==> src/rtl/mac_stat_pkg.sv <==
// Shared definitions for the per-port MAC statistics agent:
// counter addresses, counter count and FSM state encoding.
package mac_stat_pkg;

    // Counter addresses; each counter's index in the counter array equals its address.
    localparam int ADDR_RX_FRAMES   = 0;
    localparam int ADDR_RX_BYTES    = 1;
    localparam int ADDR_RX_CRC_ERRS = 2;
    localparam int ADDR_RX_DROPS    = 3;
    localparam int ADDR_TX_FRAMES   = 4;
    localparam int ADDR_TX_BYTES    = 5;

    localparam int NUM_STAT_CNT = 6;

    typedef enum logic {
        IDLE = 1'b0,
        SEND = 1'b1
    } state_t;

endpackage

==> src/rtl/mac_stat_agent_if.sv <==
// Management bus between the SPI register controller and one MAC port agent.
// Handshake: req_valid is a single-cycle strobe with no ready/back-pressure;
// a request that arrives while busy is high is dropped. resp_valid qualifies
// resp_data for each byte of a read response, MSB first; resp_data is
// meaningless while resp_valid is low.
interface mac_stat_agent_if;
    logic       req_valid;
    logic       req_wr;
    logic [7:0] req_addr;
    logic       resp_valid;
    logic [7:0] resp_data;
    logic       busy;

    modport master (
        output req_valid, req_wr, req_addr,
        input  resp_valid, resp_data, busy
    );

    modport slave (
        input  req_valid, req_wr, req_addr,
        output resp_valid, resp_data, busy
    );
endinterface

==> src/rtl/mac_stat_cnt.sv <==
// One statistics counter: adds an arbitrary amount each cycle, clears on
// request (clear beats a same-cycle add). Build option MAC_STAT_SAT_EN makes
// the counter saturate at all-ones instead of wrapping.
module mac_stat_cnt #(
    parameter int MGNT_REG_WIDTH = 32
) (
    input  logic                      clk,
    input  logic                      rst,
    input  logic                      clr,
    input  logic [MGNT_REG_WIDTH-1:0] inc,
    output logic [MGNT_REG_WIDTH-1:0] cnt,
    output logic [MGNT_REG_WIDTH-1:0] cnt_nxt
);

`ifdef MAC_STAT_SAT_EN
    logic [MGNT_REG_WIDTH:0] sum;

    // Next value with one extra bit so an overflow can be pinned to all-ones.
    always_comb begin
        sum = {1'b0, cnt} + {1'b0, inc};
        if (clr) begin
            cnt_nxt = '0;
        end else if (sum[MGNT_REG_WIDTH]) begin
            cnt_nxt = '1;
        end else begin
            cnt_nxt = sum[MGNT_REG_WIDTH-1:0];
        end
    end
`else
    // Next value, wrapping modulo 2^MGNT_REG_WIDTH.
    always_comb begin
        if (clr) begin
            cnt_nxt = '0;
        end else begin
            cnt_nxt = cnt + inc;
        end
    end
`endif

    // Counter register.
    always_ff @(posedge clk) begin
        if (!rst) begin
            cnt <= '0;
        end else begin
            cnt <= cnt_nxt;
        end
    end

endmodule

==> src/rtl/mac_stat_agent.sv <==
// Per-port MAC statistics agent: six event counters, clear-by-write and
// read-by-snapshot returned as an MSB-first byte stream.
// Optional build macro: MAC_STAT_SAT_EN (saturating counters, see mac_stat_cnt).
module mac_stat_agent
    import mac_stat_pkg::*;
#(
    parameter int MGNT_REG_WIDTH = 32,
    parameter int LEN_WIDTH      = 11
) (
    input  logic                 clk,
    input  logic                 rst,
    mac_stat_agent_if.slave      bus,
    input  logic                 rx_frame_done,
    input  logic [LEN_WIDTH-1:0] rx_len,
    input  logic                 rx_crc_err,
    input  logic                 rx_drop,
    input  logic                 tx_frame_done,
    input  logic [LEN_WIDTH-1:0] tx_len,
    output state_t               state_dbg
);

    localparam int NUM_BYTES = MGNT_REG_WIDTH / 8;
    localparam int BC_W      = (NUM_BYTES > 1) ? $clog2(NUM_BYTES) : 1;
    localparam logic [BC_W-1:0] LAST_BYTE = BC_W'(NUM_BYTES - 1);

    state_t                    state_q;
    state_t                    state_d;
    logic [MGNT_REG_WIDTH-1:0] shift_q;
    logic [BC_W-1:0]           byte_cnt_q;
    logic                      last_byte;
    logic                      load;
    logic                      clr_en;
    logic                      send;

    logic [MGNT_REG_WIDTH-1:0] inc_amt [NUM_STAT_CNT];
    logic [MGNT_REG_WIDTH-1:0] cnt     [NUM_STAT_CNT];
    logic [MGNT_REG_WIDTH-1:0] cnt_nxt [NUM_STAT_CNT];
    logic [NUM_STAT_CNT-1:0]   clr_vec;
    logic [MGNT_REG_WIDTH-1:0] rd_val;

    assign last_byte = (byte_cnt_q == LAST_BYTE);

    // Map the MAC event strobes onto per-counter increment amounts.
    always_comb begin
        inc_amt[ADDR_RX_FRAMES]   = MGNT_REG_WIDTH'(rx_frame_done);
        inc_amt[ADDR_RX_BYTES]    = rx_frame_done ? MGNT_REG_WIDTH'(rx_len) : '0;
        inc_amt[ADDR_RX_CRC_ERRS] = MGNT_REG_WIDTH'(rx_crc_err);
        inc_amt[ADDR_RX_DROPS]    = MGNT_REG_WIDTH'(rx_drop);
        inc_amt[ADDR_TX_FRAMES]   = MGNT_REG_WIDTH'(tx_frame_done);
        inc_amt[ADDR_TX_BYTES]    = tx_frame_done ? MGNT_REG_WIDTH'(tx_len) : '0;
    end

    // Clear decode: only the addressed counter; unmapped addresses clear nothing.
    always_comb begin
        for (int i = 0; i < NUM_STAT_CNT; i++) begin
            clr_vec[i] = clr_en && (bus.req_addr == 8'(i));
        end
    end

    // Read mux over post-update values so a read sees this cycle's events.
    always_comb begin
        rd_val = '0;
        for (int i = 0; i < NUM_STAT_CNT; i++) begin
            if (bus.req_addr == 8'(i)) begin
                rd_val = cnt_nxt[i];
            end
        end
    end

    for (genvar g = 0; g < NUM_STAT_CNT; g++) begin : g_cnt
        mac_stat_cnt #(
            .MGNT_REG_WIDTH(MGNT_REG_WIDTH)
        ) u_cnt (
            .clk    (clk),
            .rst    (rst),
            .clr    (clr_vec[g]),
            .inc    (inc_amt[g]),
            .cnt    (cnt[g]),
            .cnt_nxt(cnt_nxt[g])
        );
    end

    // FSM state register.
    always_ff @(posedge clk) begin
        if (!rst) begin
            state_q <= IDLE;
        end else begin
            state_q <= state_d;
        end
    end

    // FSM next state: a read starts a stream, the last byte ends it.
    always_comb begin
        state_d = state_q;
        case (state_q)
            IDLE: if (bus.req_valid && !bus.req_wr) state_d = SEND;
            SEND: if (last_byte) state_d = IDLE;
            default: state_d = IDLE;
        endcase
    end

    // FSM outputs: requests are only acted on in IDLE.
    always_comb begin
        send   = (state_q == SEND);
        load   = (state_q == IDLE) && bus.req_valid && !bus.req_wr;
        clr_en = (state_q == IDLE) && bus.req_valid && bus.req_wr;
    end

    // Snapshot and shift; the final byte is held so resp_data keeps its last value.
    always_ff @(posedge clk) begin
        if (!rst) begin
            shift_q    <= '0;
            byte_cnt_q <= '0;
        end else if (load) begin
            shift_q    <= rd_val;
            byte_cnt_q <= '0;
        end else if (send && !last_byte) begin
            shift_q    <= shift_q << 8;
            byte_cnt_q <= byte_cnt_q + 1'b1;
        end
    end

    assign bus.resp_valid = send;
    assign bus.busy       = send;
    assign bus.resp_data  = shift_q[MGNT_REG_WIDTH-1 -: 8];
    assign state_dbg      = state_q;

    for (genvar g = 0; g < NUM_STAT_CNT; g++) begin : g_unused
        logic unused_cnt;
        assign unused_cnt = ^cnt[g];
    end

endmodule

==> src/flat_wrapper.sv <==
// flat-port wrapper written by rule: the top's interface ports become plain ports
module mac_stat_agent_flat import mac_stat_pkg::*;
#(
    parameter int MGNT_REG_WIDTH = 32,
    parameter int LEN_WIDTH      = 11
)
  (clk, rst, rx_frame_done, rx_len, rx_crc_err, rx_drop, tx_frame_done, tx_len, state_dbg, bus_req_valid, bus_req_wr, bus_req_addr, bus_resp_valid, bus_resp_data, bus_busy);
  mac_stat_agent_if bus_i ();
  input  logic clk;
  input  logic rst;
  input  logic rx_frame_done;
  input  logic [LEN_WIDTH-1:0] rx_len;
  input  logic rx_crc_err;
  input  logic rx_drop;
  input  logic tx_frame_done;
  input  logic [LEN_WIDTH-1:0] tx_len;
  output state_t state_dbg;
  input wire logic [$bits(bus_i.req_valid)-1:0] bus_req_valid;
  input wire logic [$bits(bus_i.req_wr)-1:0] bus_req_wr;
  input wire logic [$bits(bus_i.req_addr)-1:0] bus_req_addr;
  output wire logic [$bits(bus_i.resp_valid)-1:0] bus_resp_valid;
  output wire logic [$bits(bus_i.resp_data)-1:0] bus_resp_data;
  output wire logic [$bits(bus_i.busy)-1:0] bus_busy;
  assign bus_i.req_valid = bus_req_valid;
  assign bus_i.req_wr = bus_req_wr;
  assign bus_i.req_addr = bus_req_addr;
  assign bus_resp_valid = bus_i.resp_valid;
  assign bus_resp_data = bus_i.resp_data;
  assign bus_busy = bus_i.busy;
  mac_stat_agent #(.MGNT_REG_WIDTH(MGNT_REG_WIDTH), .LEN_WIDTH(LEN_WIDTH)) u_core (.clk(clk), .rst(rst), .bus(bus_i), .rx_frame_done(rx_frame_done), .rx_len(rx_len), .rx_crc_err(rx_crc_err), .rx_drop(rx_drop), .tx_frame_done(tx_frame_done), .tx_len(tx_len), .state_dbg(state_dbg));
endmodule
==> config.mk <==
export PLATFORM = sky130hd
export DESIGN_NAME = mac_stat_agent_flat
export DESIGN_NICKNAME = d
export VERILOG_FILES = /design/src/rtl/mac_stat_pkg.sv /design/src/rtl/mac_stat_agent_if.sv /design/src/rtl/mac_stat_cnt.sv /design/src/rtl/mac_stat_agent.sv /design/src/flat_wrapper.sv
export SDC_FILE = /design/constraint.sdc
export NUM_CORES = 1
export LEC_CHECK = 0
export CORE_UTILIZATION = 33
export CTS_BUF_LIST = sky130_fd_sc_hd__clkbuf_4
export CTS_CLUSTER_SIZE = 14
export DETAILED_ROUTE_END_ITERATION = 8
export SYNTH_ARGS = -nofsm -noshare
export SYNTH_HDL_FRONTEND = slang
export SYNTH_SLANG_ARGS = --single-unit
==> constraint.sdc <==
create_clock -name clk -period 2.8 [get_ports clk]
set_clock_uncertainty 0.15 [all_clocks]
set_input_delay 0.28 -clock clk [delete_from_list [all_inputs] [get_ports clk]]
set_output_delay 0.28 -clock clk [all_outputs]
set_load 0.05 [all_outputs]
==> impl_metrics.toml <==
[yosys]
synthDistinctLibCells = 80
avgSynthCellArea_um2 = 8.175
synth_edf_count = 0
netlist_area_um2 = 12140
synthCells = 1485
yosysWarnings = 0
ys_ff_latch = 227
async_reset_ff_share_pct = 0
synth_nets = 1556
synth_seq_area_share_pct = 37.43
ys.flop_type = "dfxtp_1"

[cells_and_area]
nFillCells = 3502
drive_gt1_share_pct = 26.58
area_delta_synth_final_pct = 34.76
fin_nets = 1895
final_area_um2 = 16360

[clock_tree]
clockBufferDepth = 3
path_clk_slew_ns = 0.06
clockRootBuffer = "clkbuf_4"
hold_buffers = 0
cts_sinks = 227
cts_tree = "done"
insertion_delay_ns = 0.68
h-tree-depth = 3
cts_buffers = 67

[place]
place.gp.congestion = 1.056
placed_area_um2 = 15170
place_hpwl_um = 34290
io_buffers = 48

[hold_path]
hold_path.class = "in -> reg"

[die]
placeableCoreArea_um2 = 35910
die_h_um = 193.8
rows = 69
die_area_um2 = 37560
initial_core_util_pct = 33.80
ios = 49
die_w_um = 193.8

[critical_path]
crit_arrival_ns = 3.16
end_kind = "flop"
crit_path_start_kind = "flop"
crit_type = "reg -> reg"
critPathRequiredTime_ns = 3.21
worstPathMaxFanout = 8

[sta]
hold_violations = 0
finalMaxSlewViolations = 0
max-slew-margin-rel_pct = 53.58
finalSetupViolCount = 0
max_freq_ghz = 0.3642
rsz0062_at_grt = "yes"
fin_tns_setup_ns = 0
layout_min_cycle_time_ns = 2.746
timing.final.crit_share_pct = 98.07
tightestPinTransition_ns = 0.6890

[grt]
grt_max_degree = 33
grt.total_usage_pct = 23.23
grt_pass1_wl_um = 67420
antenna_found_initial = 1
grt_pass1_vias = 11960
overflow = 0

[route]
viasPerCell = 5.259
wire_per_inst_um = 18.92
drc = 0
drtIter0Drc = 1107
ant_nets = 0
first_pass_iters = 6
wl_um = 43980
vias = 12220

[run_status]
status = "finished clean"

[power]
power_per_cell_area_nw_per_um2 = 463.9
p_leak_nw = 6.343
peakVddDrop_v = 0.0001971

[flow_run]
drv_cap = 0
## critical path, stage by stage (launching register included)
cell and delay, ns:
dfxtp_1 0.35, nand2b_1 0.34, or2_2 0.41, nand2_1 0.33, o22ai_1 0.22, a211oi_1 0.32
buf_4 0.20, o21ai_0 0.11, and4_1 0.21
## cell usage after synthesis (8+ instances only)
master | number | area (um2)
nor3_1 | 26 | 130.1
o21ai_1 | 10 | 50.05
xor2_1 | 97 | 849.6
o221ai_1 | 21 | 183.9
mux2i_1 | 8 | 80.08
dfxtp_1 | 227 | 4544
inv_1 | 32 | 120.1
a211oi_1 | 12 | 90.09
and4_1 | 18 | 157.7
nand2_1 | 110 | 412.9
o211ai_1 | 8 | 60.06
o21ai_0 | 55 | 275.3
a21oi_1 | 46 | 230.2
and3_1 | 37 | 231.5
xnor2_1 | 81 | 709.4
buf_4 | 11 | 82.58
nand3_1 | 75 | 375.4
ha_1 | 31 | 387.9
a31oi_1 | 9 | 56.30
nand4_1 | 40 | 250.2
nor2b_1 | 14 | 87.58
and2_1 | 32 | 200.2
or3_1 | 9 | 56.30
clkbuf_1 | 49 | 183.9
o22ai_1 | 17 | 106.4
nor2_1 | 282 | 1059
nand2b_1 | 10 | 62.56
## through the flow
step                      hold slack [ns]  power, mW  utilization, %  setup slack (ns)  cells
after floorplan                    0.2823      3.965               -           0.01891   1485
after global placement             0.2947      4.517           42.23           -0.8584   2214
after detailed placement           0.3007      4.524           42.23           -0.9798   2214
after CTS                          0.2142      7.615           44.52         0.0003288   2321
after global routing               0.1030      7.978           45.55          -0.04966   2324
final                             0.08132      7.590           45.55           0.05407   2324
## placed cells by master, fill, tap and decap left out, drive strengths merged, types with 10 or more instances in the layout
cell and n:
buf 294, nor2 282, dfxtp 227, nand2 110, xor2 97, clkbuf 93, xnor2 81, nand3 77
o21ai 65, a21oi 47, clkdlybuf4s50 46, nand4 44, and3 37, inv 34, and2 32, ha 31
nor3 30, o221ai 21, and4 19, o22ai 17, nor2b 14, a211oi 12, clkinv 11, or3 11
nand2b 10
## per-layer routing
| metal | global-route usage, % | vias up | share of wire [%] |
|---|---|---|---|
| met3 | 5.131 | 88 | 7.0 |
| li1 | - | 5907 | - |
| met2 | 37.08 | 457 | 45 |
| met5 | 0 | - | 0 |
| met1 | 30.31 | 5771 | 45 |
| met4 | 9.393 | 0 | 3.4 |
## cell families after synthesis
| group | count (synthesis) | synth area share (%) |
|---|---|---|
| simple gates | 689 | 27.82 |
| compound gates | 243 | 13.64 |
| flops | 227 | 37.43 |
| xor+xnor | 178 | 12.84 |
| buf+inv | 105 | 3.720 |
| fa+ha+maj | 33 | 3.525 |
| mux | 10 | 1.031 |
## power breakdown
part	switching [mW]	internal, mW	total (mW)
registers	0.0463	3.31	3.36
clock network	1.46	1.61	3.07
logic	0.627	0.534	1.16
total	2.14	5.45	7.59
## worst paths after layout
| path | start | to | slack [ns] | cells past startpoint |
|---|---|---|---|---|
| worst min-delay path | tx_frame_done | u_core.g_cnt[4].u_cnt.cnt[0] | 0.08 | 5 |
| worst max register to register | u_core.bus.busy | u_core.shift_q[11] | 0.05 | 8 |
| worst min register to register | u_core.shift_q[4] | u_core.shift_q[4] | 0.31 | 2 |
| worst max-delay path | u_core.bus.busy | u_core.shift_q[11] | 0.05 | 8 |
## registers in the layout, indices dropped and copies added (netlist names)
| name | flops |
|---|---|
| u_core.bus.busy | 1 |
| u_core.byte_cnt_q | 2 |
| u_core.g_cnt.u_cnt.cnt | 192 |
| u_core.shift_q | 32 |
## final cells by class
type | instances | area, um2 | share of cell area [%]
Tap cell | 461 | 576.8 | 3.526
Clock buffer | 93 | 698.2 | 4.267
Antenna cell | 1 | 2.502 | 0.01530
Clock inverter | 14 | 82.58 | 0.5047
Timing Repair Buffer | 342 | 2768 | 16.92
Inverter | 33 | 123.9 | 0.7571
Sequential cell | 227 | 4546 | 27.78
Multi-Input combinational cell | 1153 | 7564 | 46.23
## timing repair
| action | CTS | global route |
|---|---|---|
| resized for setup | 11 | 73 |
| endpoints found under the setup margin | 13 | 24 |
| endpoints found under the hold margin | 0 | 0 |
| setup buffers | 0 | 3 |
| pin swaps | 0 | 36 |
| gates cloned | 0 | 0 |
Power figures use the tool's default switching activity.
